**src/rtl/updown_counter.sv**
```systemverilog
// Modulo-MODULUS up/down counter with synchronous clear, clamped preset load and enable.
// Define UPDOWN_SEG7_EN to add the seg port with a hex 7-segment decode of q[3:0].
module updown_counter #(
    parameter int WIDTH   = 4,
    parameter int MODULUS = 10
) (
    input  logic             clk,
    input  logic             clr,
    input  logic             en,
    input  logic             up,
    input  logic             ld,
    input  logic [WIDTH-1:0] d,
    output logic [WIDTH-1:0] q,
    output logic             tc,
    output logic             co
`ifdef UPDOWN_SEG7_EN
   ,output logic [6:0]       seg
`endif
);

    localparam logic [WIDTH-1:0] QMAX = WIDTH'(MODULUS - 1);
    // One extra bit so MODULUS == 2**WIDTH still compares correctly.
    localparam logic [WIDTH:0]   MODW = (WIDTH + 1)'(MODULUS);

    logic at_max;
    logic at_zero;

    assign at_max  = (q == QMAX);
    assign at_zero = (q == '0);
    assign tc      = en & ((up & at_max) | (~up & at_zero));

    always_ff @(posedge clk) begin
        if (clr) begin
            q  <= '0;
            co <= 1'b0;
        end else if (ld) begin
            q  <= ({1'b0, d} < MODW) ? d : QMAX;
            co <= 1'b0;
        end else if (en) begin
            if (up) begin
                q  <= at_max ? '0 : q + WIDTH'(1);
                co <= at_max;
            end else begin
                q  <= at_zero ? QMAX : q - WIDTH'(1);
                co <= at_zero;
            end
        end else begin
            co <= 1'b0;
        end
    end

`ifdef UPDOWN_SEG7_EN
    // Segment order {g,f,e,d,c,b,a}, active-high.
    always_comb begin
        seg = 7'h00;
        case (q[3:0])
            4'h0: seg = 7'h3F;
            4'h1: seg = 7'h06;
            4'h2: seg = 7'h5B;
            4'h3: seg = 7'h4F;
            4'h4: seg = 7'h66;
            4'h5: seg = 7'h6D;
            4'h6: seg = 7'h7D;
            4'h7: seg = 7'h07;
            4'h8: seg = 7'h7F;
            4'h9: seg = 7'h6F;
            4'hA: seg = 7'h77;
            4'hB: seg = 7'h7C;
            4'hC: seg = 7'h39;
            4'hD: seg = 7'h5E;
            4'hE: seg = 7'h79;
            4'hF: seg = 7'h71;
            default: seg = 7'h00;
        endcase
    end
`endif

endmodule

```
**config.mk**
```make
export PLATFORM = sky130hd
export DESIGN_NAME = updown_counter
export DESIGN_NICKNAME = d
export VERILOG_FILES = /design/src/rtl/updown_counter.sv
export SDC_FILE = /design/constraint.sdc
export NUM_CORES = 1
export LEC_CHECK = 0
export BUFFER_PORTS_ARGS = -buffer_cell sky130_fd_sc_hd__buf_2
export CORE_AREA = 2 2 39 41
export CTS_CLUSTER_DIAMETER = 120
export DETAILED_ROUTE_END_ITERATION = 12
export DIE_AREA = 0 0 41 43
export GPL_ROUTABILITY_DRIVEN = 1
export GPL_TIMING_DRIVEN = 1
export PLACE_DENSITY = 0.58
export SYNTH_ARGS = -nofsm -noshare
export SYNTH_HDL_FRONTEND = slang
export SYNTH_SLANG_ARGS = --single-unit
export TNS_END_PERCENT = 30
```
**constraint.sdc**
```tcl
create_clock -name clk -period 1.3 [get_ports clk]
set_clock_uncertainty 0.05 [all_clocks]
set_input_delay 0.13 -clock clk [delete_from_list [all_inputs] [get_ports clk]]
set_output_delay 0.13 -clock clk [all_outputs]
set_load 0.05 [all_outputs]
```
Word level (Yosys, flattened, before mapping)
Index checks and enable logic that the tools add are counted.

word-level totals
  flip-flop bits (word level) = 5
  output and inout port bits = 6

operators by class
  $add $sub $neg = 2
  $lt $le $gt $ge = 1
  equality and inequality tests = 1
  multiplexer cells = 7
  bitwise operators = 6
  reduce and logical (&&, ||, !) cells = 3

operator list
  kind                                               count
  2-to-1 mux 4 bit                                   6
  adder 4 x 1 -> 4 bit (second input constant)       1
  equality test 4 bit (second input constant)        1
  logical NOT 4 bit                                  1
  < comparator 4 bit (second input constant)         1
  subtractor 4 x 1 -> 4 bit (second input constant)  1
  bitwise AND 1 bit                                  3
  OR reduction 3 bit                                 1
  NOT 1 bit                                          2
  nonzero test 2 bit                                 1
  2-to-1 mux 1 bit                                   1
  bitwise OR 1 bit                                   1

Logic depth before layout (Yosys ltp)
Gate-level depths: netlist of run 1.

  word-level depth = 5
  mapped depth = 5
  mapped depth without buffers = 4

Worst setup path before layout of run 1
No wires, ideal clock.

  path type = register to register
  start = register q[0]
  end = register co
  setup time = 0.080 ns
  data arrival time = 2.096 ns
  data required time = 1.170 ns
  path slack = -0.926 ns
  cell stages (with the launch flop) = 5
  path buffers = 1
  path through = dfxtp_1 buf_6 or3_1 a21oi_1 nor3b_1

between the ends
  longest elaborated chain between the ends = 2
  elaborated cells on any way between the ends = 3
  those cells by class = eq/ne (1); mux (1); reduce/logical (1)

RTL lines
  item                                                             line    RTL
  start, declared                                                  13      output logic [WIDTH-1:0] q,
  start signal, assigned                                           37      q <= ({1'b0, d} < MODW) ? d : QMAX;
  start signal, assigned                                           41      q <= at_max ? '0 : q + WIDTH'(1);
  start signal, assigned                                           44      q <= at_zero ? QMAX : q - WIDTH'(1);
  equality test 4 bit / logical NOT 4 bit (equally long branches)  28, 29
  2-to-1 mux 1 bit (*)                                             40      if (up) begin
  end signal, assigned                                             42      co <= at_max;
  end signal, assigned                                             45      co <= at_zero;
  end, declared                                                    15      output logic co

Mark *: on every way between the ends. The rest lies on a longest branch, timed or not.
A chain may end at the register's enable or synchronous reset.

Final worst setup path of run 1
  start = register q[3]
  end = output tc

between the ends
  longest elaborated chain between the ends = 4
  elaborated cells on any way between the ends = 6
  those cells by class = eq/ne (1); bitwise (4); reduce/logical (1)

RTL lines
  item                                                             line    RTL
  equality test 4 bit / logical NOT 4 bit (equally long branches)  28, 29
  bitwise AND 1 bit                                                30      assign tc = en & ((up & at_max) | (~up & at_zero));
  bitwise OR 1 bit (*)                                             30
  bitwise AND 1 bit (*)                                            30
  end, declared                                                    14      output logic tc,

Marked as above.

==> results of run 1 <==
cells in the mapped netlist (2+ instances only):
master and count:
buf_2 3, inv_1 2, nand3b_1 2, o21ai_0 3, a21oi_1 4, dfxtp_1 5, a2111oi_2 2, nor2_1 6
nand3_1 2, nand2b_1 4, nand2_1 2
per-stage QoR:
| stage | std cells | power (mW) | util | setup WS, ps | TNS, ps |
|---|---|---|---|---|---|
| after floorplan | 55 | 0.336 | - | -298 | -880 |
| after global placement | 86 | 0.395 | 0.420 | -73.0 | -73.0 |
| after detailed placement | 86 | 0.397 | 0.420 | -92.1 | -94.2 |
| after CTS | 90 | 0.582 | 0.444 | -178 | -273 |
| after global routing | 90 | 0.619 | 0.458 | -199 | -375 |
| final | 90 | 0.580 | 0.458 | -161 | -247 |
how the worst min path moves through the flow:
stage | to | slack (ps) | cells after the start | start
global route | q[1]$_SDFFE_PP0P_ | 100 | 2 | clr
floorplan | q[0]$_SDFFE_PP0P_ | 140 | 1 | clr
CTS | q[2]$_SDFFE_PP0P_ | 80 | 2 | clr
finish | q[1]$_SDFFE_PP0P_ | 90 | 2 | clr
global placement | co$_SDFF_PP0_ | 340 | 2 | clr
detailed placement | co$_SDFF_PP0_ | 340 | 2 | clr
flip-flops by register name, summed over array words and instances (netlist names):
register  cells
q             4
co            1
timing repair:
action,CTS,global route
hold buffers,0,0
endpoints found under the setup margin,2,4
gates resized for setup,2,6
pin swaps,0,1
power breakdown:
part / internal, mW / total (mW) / switching (mW)
Combinational: 0.0955 / 0.220 / 0.124
Clock: 0.116 / 0.177 / 0.0608
Sequential: 0.164 / 0.184 / 0.0196
worst max-delay path, stage by stage (launching register included):
cell and delay (ps):
dfxtp_4 340, or3_4 390, a21oi_4 140, buf_6 170
layer usage:
| metal | share of wire | wire, um | vias to the layer above | global-route usage |
|---|---|---|---|---|
| li1 | - | - | 237 | - |
| met2 | 0.58 | 634 | 6 | 0.238 |
| met1 | 0.39 | 431 | 214 | 0.158 |
| met4 | 0 | 0 | 0 | 0.0600 |
| met5 | 0 | 0 | - | 0 |
| met3 | 0.028 | 31 | 0 | 0.0366 |
placed cells by master, fill, tap and decap left out, types with 2 or more instances in the layout:
master and instances:
nor2_1 6, clkbuf_4 3, dfxtp_4 4, nand2b_1 4
o21ai_0 2, nand3_1 2, buf_4 6, a21oi_1 3
nand3b_1 2, buf_2 13, inv_1 2, nand2_1 2
a2111oi_2 2
cell families (layout without fill, tap and decap cells):
family	after synthesis	count (layout)
xor gates and xnor gates	1	1
DFF	5	5
and+or+nand+nor	25	25
buffers and inverters	8	27
AOI/OAI and AO/OA	16	16
layout make-up:
type | count | area (um^2)
fillers | 146 | 749
multi-input cells | 42 | 324
repair buffers | 21 | 141
flip-flops and latches | 5 | 115
clock buffers | 4 | 26.3
well taps | 16 | 20.0
inverters | 2 | 7.51
==> qor.yml, run 1 <==
logic_synthesis:
  syn_inst: 55
  ys_warn_count: 0
  synth_top_family_by_area: "simple AND/OR/NAND/NOR gates"
  synth-compound-area-share: 0.283
  synth_top_cell_by_area: "dfxtp_1"
  avgSynthCellArea_um2: 7.87
  synth_nets: 64
  synth-edff-count: 0
  synthFlopType: "dfxtp_1"
  ys_ff_latch: 5
  synth-simple-area-share: 0.361
  yosysSeqAreaShare: 0.231
  synth.area.top_cells: "dfxtp_1, a2111oi_2, nand2b_1"
  netlist.area_leader.share: 0.231
  ys_async_sr_fraction: 0
  ys_types: 31
  synthAdderAreaFrac: 0
  synth_xor_area_frac: 0.0202
  synthMuxAreaShare: 0
  netlist_area_um2: 433
sta:
  worst_pin_slew_ps: 312
  slew_violations: 0
  rsz0062_at_grt: "yes"
  finalHoldViolCount: 0
  max_freq_ghz: 0.685
  min_period_ps: 1460
  slew_headroom: 0.792
  fin_ws_ps: -161
  fin_crit_sh: 1.12
  holdWs_ps: 90.9
  setup_viol_count_final: 2
layout:
  diodes: 0
  syn_to_final_growth_pct: 46.5
  final_area_um2: 634
  drive_gt1_frac: 0.541
  final_nets: 84
floorplanning:
  boundaryPins: 15
  fp.dieH_um: 43
  start_util: 0.313
  rows: 14
  die-area_um2: 1760
  die_w_um: 41
  coreArea_um2: 1380
routing:
  wirelength_um: 1100
  drc: 0
  first_pass_iters: 4
  ant_nets: 0
  vias: 457
  wire_per_inst_um: 12.2
  vias_per_cell: 5.08
  drt-initial-drc-count: 7
pwr:
  powerDensity_nw_per_um2: 915
  ir_worst_vdd_mv: 0.278
  p_leak_nw: 0.254
clock_network:
  clk_latency_ps: 240
  cts.sink_count: 5
  path_clk_slew_ps: 40
  cts.htree.levels: 1
  cts_buffer_depth: 2
  cts_buffers: 3
  cts_tree: "done"
  cts_root_buf: "clkbuf_4"
  cts_setup_buffers: 0
run_status:
  status: "finished, violations left"
  violations: "setup timing"
grt:
  grt_pass1_wl_um: 1680
  grt_pass1_vias: 425
  grt_max_degree: 12
  grt_overflow: 0
  antenna_found_initial: 0
  grt_usage: 0.142
setup_path:
  endpoint: "tc"
  cp.arrival_ps: 1280
  rr_worst_depth: 4
  critPathRequiredTime_ps: 1120
  critPathLaunchType: "flop"
  timing.rr.start: "q[0]$_SDFFE_PP0P_"
  r2r-end: "q[2]$_SDFFE_PP0P_"
  worstSetupEndpointType: "output pin"
  crit_type: "reg -> out"
  ff2ff_setup_slack_ps: -90
  cp-startpoint: "q[3]$_SDFFE_PP0P_"
  cp_max_fo: 2
flow_run:
  drv_cap: 0
place:
  port_buffers: 14
  dp_hpwl_um: 824
  gp_congestion: 0.843
  post_dp_cell_area_um2: 582
hold_path:
  min_path_type: "in -> reg"
(Power assumes the default switching activity.)
==> inputs of run 2 (changes only) <==
Settings changed: BUFFER_PORTS_ARGS -buffer_cell sky130_fd_sc_hd__buf_2 to not set, DONT_BUFFER_PORTS set to 1, PLACE_DENSITY 0.58 to 0.48.
==> run 2 against run 1 <==
The flow still finishes with violations (setup timing); worst hold slack lost 90 ps; fmax down 4.7%; combinational power fell by 5%; wire length barely moved; cell area shrank 1.2%; sequential power increased by 3%; flip-flop and latch count unchanged; largest power group unchanged.
==> qor.yml, run 2 (synthesis results as in run 1) <==
pwr:
  totalPowerFinal_mw: 0.592  # was 0.580 mW
  ir_worst_vdd_mv: 0.438  # was 0.278 mV
  powerDensity_nw_per_um2: 944  # was 915 nW/um^2
  p_leak_nw: 0.227  # was 0.254 nW
clock_network:
  cts.sink_count: 5  # unchanged
  cts_tree: "done"  # unchanged
  cts.htree.levels: 1  # unchanged
  clk_latency_ps: 250  # was 240 ps
  cts_buffer_depth: 2  # unchanged
  cts_root_buf: "clkbuf_4"  # unchanged
  path_clk_slew_ps: 50  # was 40 ps
  cts_buffers: 3  # unchanged
sta:
  finalHoldViolCount: 0  # unchanged
  worst_pin_slew_ps: 474  # was 312 ps
  min_period_ps: 1530  # was 1460 ps
  rsz0062_at_grt: "yes"  # unchanged
  max_freq_ghz: 0.653  # was 0.685 GHz
  fin_crit_sh: 1.18  # was 1.12
  fin_ws_ps: -232  # was -161 ps
  holdWs_ps: 0.912  # was 90.9 ps
  slew_headroom: 0.683  # was 0.792
  setup_viol_count_final: 4  # was 2
  fin_tns_setup_ps: -513  # was -247 ps
  slew_violations: 0  # unchanged
routing:
  ant_nets: 0  # unchanged
  drt-initial-drc-count: 10  # was 7
  wire_per_inst_um: 13.2  # was 12.2 um
  drc: 0  # unchanged
  first_pass_iters: 4  # unchanged
  vias_per_cell: 5.55  # was 5.08
  vias: 461  # was 457
  wirelength_um: 1100  # about the same
grt:
  grt_pass1_vias: 413  # was 425
  grt_overflow: 0  # unchanged
  grt_pass1_wl_um: 1790  # was 1680 um
  grt_max_degree: 11  # was 12
  antenna_found_initial: 0  # unchanged
  grt_usage: 0.150  # was 0.142
floorplanning:
  start_util: 0.313  # unchanged
  die_w_um: 41  # unchanged
  coreArea_um2: 1380  # unchanged
  fp.dieH_um: 43  # unchanged
  die-area_um2: 1760  # unchanged
  boundaryPins: 15  # unchanged
  rows: 14  # unchanged
run_status:
  violations: "setup timing"  # unchanged
  status: "finished, violations left"  # unchanged
setup_path:
  critPathLaunchType: "flop"  # unchanged
  rr_worst_depth: 6  # was 4
  cp_max_fo: 2  # unchanged
  worstSetupEndpointType: "output pin"  # unchanged
  crit_type: "reg -> out"  # unchanged
  cp.arrival_ps: 1350  # was 1280 ps
  critPathRequiredTime_ps: 1120  # about the same
layout:
  drive_gt1_frac: 0.448  # was 0.541
  regMostFlops: "q"  # unchanged
  largestRegisters: "q (4), co (1)"  # unchanged
  largest_reg_flops: 4  # unchanged
  final_cell_mix: "buf_4, nor2_1, nand2b_1"  # was buf_2, nor2_1, buf_4
  final_core_util: 0.453  # was 0.458
  syn_to_final_growth_pct: 44.8  # was 46.5%
  diodes: 0  # unchanged
  final_nets: 77  # was 84
  final_common_cell: "buf_4"  # was buf_2
place:
  port_buffers: 0  # was 14
  pre_cts_slack_ps: -95.8  # was -92.1 ps
  gp_congestion: 0.761  # was 0.843
  dp_hpwl_um: 789  # was 824 um
hold_path:
  min_path_type: "in -> reg"  # unchanged
  whs_path_depth: 2  # unchanged
flow_run:
  drv_cap: 0  # unchanged
[run 2: changes by cell type in the layout (fill, tap and decap cells not counted), moves of 2 or more]
cell           change
buf_2             -13
buf_4              +3
dlygate4sd3_1      +3
dfxtp_2            +2
dfxtp_4            -2
[run 2: worst max-delay path, stage by stage, from the launching register on]
cell and delay (ps):
dfxtp_4 340, buf_12 120, or3_4 330, a21oi_4 160, buf_12 150
[run 2: final timing paths]
kind                     startpoint           endpoint  slack, ps
setup / recovery  q[0]$_SDFFE_PP0P_                 tc       -230
hold / removal                 d[2]  q[2]$_SDFFE_PP0P_        0.9
setup reg to reg  q[0]$_SDFFE_PP0P_  q[2]$_SDFFE_PP0P_       -120
hold reg to reg   q[3]$_SDFFE_PP0P_  q[3]$_SDFFE_PP0P_        590
[run 2: what timing repair did]
item | 4_1_cts | 5_1_grt
hold buffers | 3 | 0
gates resized for setup | 3 | 0
buffers inserted | 2 | 1
endpoints found under the hold margin | 5 | 0
pin swaps | 4 | 3
setup endpoints to repair | 4 | 5
[run 2: per-stage QoR]
stage               instances  area, um^2
global route               83         627
global placement           73         532
floorplan                  55         468
finish                     83         627
CTS                        82         619
detailed placement         73         532
[run 2: layout make-up]
type,count,area [um^2]
clock buffers,4,26.3
multi-input cells,42,325
repair buffers,14,138
fillers,147,757
inverters,2,7.51
flip-flops and latches,5,110
well taps,16,20.0
[run 2: layer usage]
layer | part of all wire | GRT usage
met4 | 0.010 | 0.0200
met2 | 0.48 | 0.219
met5 | 0 | 0
met3 | 0.055 | 0.0628
met1 | 0.45 | 0.206
[run 2: power by group]
part           leakage [nW]  switching, mW  internal, mW
sequential           0.0431         0.0236         0.166
clock                0.0150         0.0755         0.117
combinational         0.169          0.109         0.101
